$ cat src/rtl/icache_dm_ro.sv
// Direct-mapped read-only instruction cache with a two-state refill controller.
// Optional hit/miss counters are enabled by defining ICACHE_PERF_CNT_EN.
module icache_dm_ro #(
    parameter int INDEX_BITS = 3
) (
    input  logic         clk,
    input  logic         rst_n,
    input  logic         proc_read,
    input  logic         proc_write,
    input  logic [29:0]  proc_addr,
    input  logic [31:0]  proc_wdata,
    output logic         proc_stall,
    output logic [31:0]  proc_rdata,
    output logic         mem_read,
    output logic         mem_write,
    output logic [27:0]  mem_addr,
    input  logic [127:0] mem_rdata,
    input  logic         mem_ready,
`ifdef ICACHE_PERF_CNT_EN
    output logic [31:0]  hit_cnt,
    output logic [31:0]  miss_cnt,
`endif
    output logic         state_dbg
);

    // Memory handshake: mem_read is held with a stable mem_addr until the
    // single-cycle mem_ready pulse; mem_rdata is only sampled in that cycle.

    localparam int LINES    = 1 << INDEX_BITS;
    localparam int TAG_BITS = 28 - INDEX_BITS;

    typedef enum logic {
        S_IDLE  = 1'b0,
        S_ALLOC = 1'b1
    } state_t;

    state_t state, state_nxt;

    logic [LINES-1:0]    valid;
    logic [TAG_BITS-1:0] tag_store  [LINES];
    logic [127:0]        data_store [LINES];
    logic [27:0]         miss_addr;

    logic [1:0]            offset;
    logic [INDEX_BITS-1:0] index;
    logic [TAG_BITS-1:0]   tag;
    logic [INDEX_BITS-1:0] fill_index;
    logic [127:0]          line_data;
    logic                  hit;
    logic                  miss_start;
    logic                  fill;
    logic                  unused_inputs;

    assign offset     = proc_addr[1:0];
    assign index      = proc_addr[INDEX_BITS+1:2];
    assign tag        = proc_addr[29:INDEX_BITS+2];
    assign fill_index = miss_addr[INDEX_BITS-1:0];

    assign hit       = proc_read & valid[index] & (tag_store[index] == tag);
    assign line_data = data_store[index];

    // Zero rather than stale data whenever there is no hit, so the port is never X.
    assign proc_rdata = hit ? line_data[{offset, 5'b00000} +: 32] : 32'b0;

    assign mem_write     = 1'b0;
    assign mem_addr      = miss_addr;
    assign state_dbg     = state;
    assign unused_inputs = ^{proc_write, proc_wdata};

    always_ff @(posedge clk or negedge rst_n) begin
        if (!rst_n) begin
            state <= S_IDLE;
        end else begin
            state <= state_nxt;
        end
    end

    always_comb begin
        state_nxt  = state;
        mem_read   = 1'b0;
        proc_stall = 1'b0;
        miss_start = 1'b0;
        fill       = 1'b0;
        case (state)
            S_IDLE: begin
                if (proc_read && !hit) begin
                    proc_stall = 1'b1;
                    miss_start = 1'b1;
                    state_nxt  = S_ALLOC;
                end
            end
            S_ALLOC: begin
                mem_read   = 1'b1;
                proc_stall = 1'b1;
                if (mem_ready) begin
                    fill      = 1'b1;
                    state_nxt = S_IDLE;
                end
            end
            default: state_nxt = S_IDLE;
        endcase
    end

    always_ff @(posedge clk or negedge rst_n) begin
        if (!rst_n) begin
            miss_addr <= 28'b0;
            valid     <= '0;
        end else begin
            if (miss_start) begin
                miss_addr <= proc_addr[29:2];
            end
            if (fill) begin
                valid[fill_index] <= 1'b1;
            end
        end
    end

    // Tag and data arrays carry no reset; valid alone qualifies their contents.
    always_ff @(posedge clk) begin
        if (fill) begin
            tag_store[fill_index]  <= miss_addr[27:INDEX_BITS];
            data_store[fill_index] <= mem_rdata;
        end
    end

`ifdef ICACHE_PERF_CNT_EN
    always_ff @(posedge clk or negedge rst_n) begin
        if (!rst_n) begin
            hit_cnt  <= 32'b0;
            miss_cnt <= 32'b0;
        end else begin
            if (state == S_IDLE && hit) begin
                hit_cnt <= hit_cnt + 32'd1;
            end
            if (miss_start) begin
                miss_cnt <= miss_cnt + 32'd1;
            end
        end
    end
`endif

endmodule

$ cat config.mk
export PLATFORM = sky130hd
export DESIGN_NAME = icache_dm_ro
export DESIGN_NICKNAME = d
export VERILOG_FILES = /design/src/rtl/icache_dm_ro.sv
export SDC_FILE = /design/constraint.sdc
export NUM_CORES = 1
export LEC_CHECK = 0
export BUFFER_PORTS_ARGS = -buffer_cell sky130_fd_sc_hd__clkbuf_2
export CAP_MARGIN = 20
export CORE_MARGIN = 5
export CORE_UTILIZATION = 55
export DETAILED_ROUTE_END_ITERATION = 10
export PLACE_DENSITY = 0.79
export SLEW_MARGIN = 20
export SYNTH_ARGS = -nofsm -noshare
export SYNTH_HDL_FRONTEND = slang
export SYNTH_SLANG_ARGS = --single-unit
export TNS_END_PERCENT = 5
$ cat constraint.sdc
create_clock -name clk -period 26.3 [get_ports clk]
set_input_delay 1.315 -clock clk [delete_from_list [all_inputs] [get_ports clk]]
set_output_delay 1.315 -clock clk [all_outputs]
set_load 0.01 [all_outputs]
==> summary.txt <==
Drt
  • Via count: 21900
  • DR iter-0 viols: around 2200
  • Drt total wl: 104000 µm
  • Post-DRT Antenna Nets: 0
  • DRT Pass-1 Iters: 5
  • DR WL/cell: 29.3 µm
  • Vias per cell: 6.19
  • Residual DRC count: 0

Logic synthesis
  • Post-Synth Simple-Gate Area: 0.00985
  • Synth Area in Compound Gates: 0.00645
  • Multiplexer area fraction after synthesis: 0.190
  • Syn Inst Count: approximately 2000
  • Async S/R FF share, synth: 0.0293
  • #FFs+latches synth: between 1000 and 1500
  • Net count after synthesis: around 2200
  • Post-synthesis xor/xnor area fraction: 0.00290
  • YS warnings: 0
  • Avg Cell Area, Syn: roughly 24 µm²
  • Synth unique cells: 47
  • Adder-cell share of the synthesized area: 0
  • Largest family of logic cells by synthesized area: multiplexers
  • Number of synthesized flops with an enable pin: 1224
  • Part of the Yosys area used for sequential elements: 0.781
  • Synthesized area: about 48000 µm²
  • Synth Flop Type: edfxtp_1

STA
  • Final slew viol count: 0
  • Fin crit period: 6.73 ns
  • Hold Slack: 0.467 ns
  • Setup tns final: 0 ns
  • FMAX: about 150 MHz
  • Setup Skew: about 0.026 ns
  • Worst slew margin: 0.262
  • Setup violators final: 0
  • Final hold viol count: 0
  • RSZ-0062 raised after global routing: no
  • Tightest Pin Transition: about 1.1 ns
  • Crit share post-route: 0.256

GRT
  • Gr usage total: 0.223
  • Global route overflow: 0
  • First-pass GRT wire length: 155000 µm
  • Initial antenna violation count: 21
  • Vias in the first global route: about 24000
  • Pin count of the biggest net entering global routing: between 100 and 150

Placement
  • DP Wirelength: 56700 µm
  • Placer Congestion: 0.756
  • Port buffer count: 224

Hold path
  • Hold endpoint: valid[2]
  • Hold path start: valid[2]
  • WHS Path Cells: 1
  • Hold Crit Class: flop to flop

Setup path
  • Worst-path cell chain: buf_6 > buf_4 > nor2b_1 > a22oi_1 > nand3_1 > nand2b_1 > a2111oi_0 > nand4_1 > buf_4 > nor2_1 > clkbuf_2
  • Worst Setup Start Kind: primary input
  • RR Endpoint: data_store[2][80]
  • Cell mode on critical path: buf_4
  • Crit. Startpoint: proc_addr[4]
  • Worst setup EP type: output port
  • CP Class: primary input to output port
  • CP required: ~25 ns
  • Crit path largest cell delay: around 0.87 ns
  • CP Max Fanout: 42
  • Worst r2r src: state_dbg
  • Slowest-stage cell, CP: nor2b_1
  • R2R Setup Slk: 22.42 ns
  • R2R depth: 5
  • Crit path arrival time: around 5.4 ns

Clock tree
  • Worst-Skew Late Latency: around 0.7 ns
  • Clock Sinks: ~1300
  • Number of gates resized after cts: 0
  • Cts hold-fix bufs: 0
  • TritonCTS clock tree: built
  • Num CTS Buffers: 121
  • Clock Tree Buf Depth: 3
  • CTS root buffer: clkbuf_16
  • Htree depth: 3
  • Post-CTS setup buffer count: 0
  • Clock slew at reported path FFs: roughly 0.06 ns

Cells and area
  • Fin nets: about 2500
  • Commonest non-fill, non-tap cell in the layout: edfxtp_1
  • Layout cells sized above 1: 0.351
  • Most frequent cells in the layout: edfxtp_1, mux4_2, clkbuf_2
  • Synth-to-Final Area Change: 13.4%

Die
  • Site row count: approximately 110
  • I/O pins: 259
  • Die height: approximately 310 µm
  • Die area: roughly 94000 µm²
  • Core area: approximately 87000 µm²
  • Initial Util: 0.556
  • Die width: between 300 and 400 µm

Outcome
  • Outcome: completed

Run
  • Total of max-cap violations: 0

Power and ir drop
  • Peak VDD IR: 0.0000651 V
  • Pwr/cell area: approximately 79 nW/µm²
  • Leakage: about 18 nW
## cell families (layout without fill, tap and decap cells)
kind of cell,count (synthesis),count (layout)
buffers and inverters,105,491
AOI/OAI and AO/OA,44,44
other,1,14
xor gates and xnor gates,16,16
muxes,467,467
and+or+nand+nor,97,97
DFF,1261,1261
## worst max-delay path, delay by kind of cell
| kind | cells | cell delay [ns] |
|---|---|---|
| AOI/OAI and AO/OA | 2 | 0.59 |
| and+or+nand+nor | 5 | 1.75 |
| buffers and inverters | 4 | 1.63 |
## flip-flops by register name, indices dropped and copies added, names as in the netlist
| register | flops |
|---|---|
| data_store | 1024 |
| tag_store | 200 |
| mem_addr | 28 |
| valid | 8 |
| state_dbg | 1 |
## power breakdown
part | internal, W | switching, W
sequential | 0.00231 | 0.0000416
clock | 0.000983 | 0.000716
combinational | 0.000122 | 0.000171
total | 0.00342 | 0.000928
## worst max path at each step
stage | slack [ns] | end
2_1_floorplan | 13.41 | valid[0]
3_3_place_gp | 19.39 | proc_rdata[24]
3_5_place_dp | 19.31 | proc_rdata[24]
4_1_cts | 19.30 | proc_rdata[24]
5_1_grt | 19.31 | proc_rdata[24]
6_report | 19.57 | proc_rdata[24]
## through the flow
stage | instance area [µm²] | setup slack [ns] | cells | total power [W] | utilization
after floorplan | 48300 | 13.41 | 1991 | 0.00258 | -
after global placement | 50700 | 19.39 | 3306 | 0.00267 | 0.584
after detailed placement | 50700 | 19.31 | 3306 | 0.00269 | 0.584
after CTS | 54700 | 19.30 | 3531 | 0.00438 | 0.629
after global routing | 54700 | 19.31 | 3538 | 0.00450 | 0.630
final | 54700 | 19.57 | 3545 | 0.00435 | 0.630
## metal layers
layer,wire [µm],GRT usage,vias to the layer above
met3,8240,0.0538,155
li1,-,-,9147
met4,2320,0.0596,10
met2,53100,0.371,869
met5,62,0,-
met1,40200,0.305,11700
## final cells by class
class                           instances  area, µm²
Antenna cell                           13       32.5
Clock buffer                          153       3180
Clock inverter                         72        732
Fill cell                            5540      32200
Inverter                                4       15.0
Multi-Input combinational cell        625      10200
Sequential cell                      1261      37700
Tap cell                             1155       1450
Timing Repair Buffer                  262       1490
## synthesized netlist by cell type (5+ instances only)
cell	instances	area, µm²
buf_4	7	52.6
xor2_1	15	131
mux2_4	10	150
nand2b_1	5	31.3
mux4_2	351	7910
a21oi_1	5	25.0
or2_2	9	56.3
nor2_1	42	158
nor3_1	5	25.0
mux2i_1	86	861
nand2_1	10	37.5
dfrtp_1	37	926
o21ai_0	7	35.0
buf_2	33	165
a22oi_1	12	90.1
buf_1	13	48.8
clkbuf_1	42	158
mux2_2	19	214
a22o_1	6	52.6
edfxtp_1	1224	36800
nand3_1	6	30.0
buf_6	6	67.6
No activity file was read; power rests on OpenSTA's default activity.
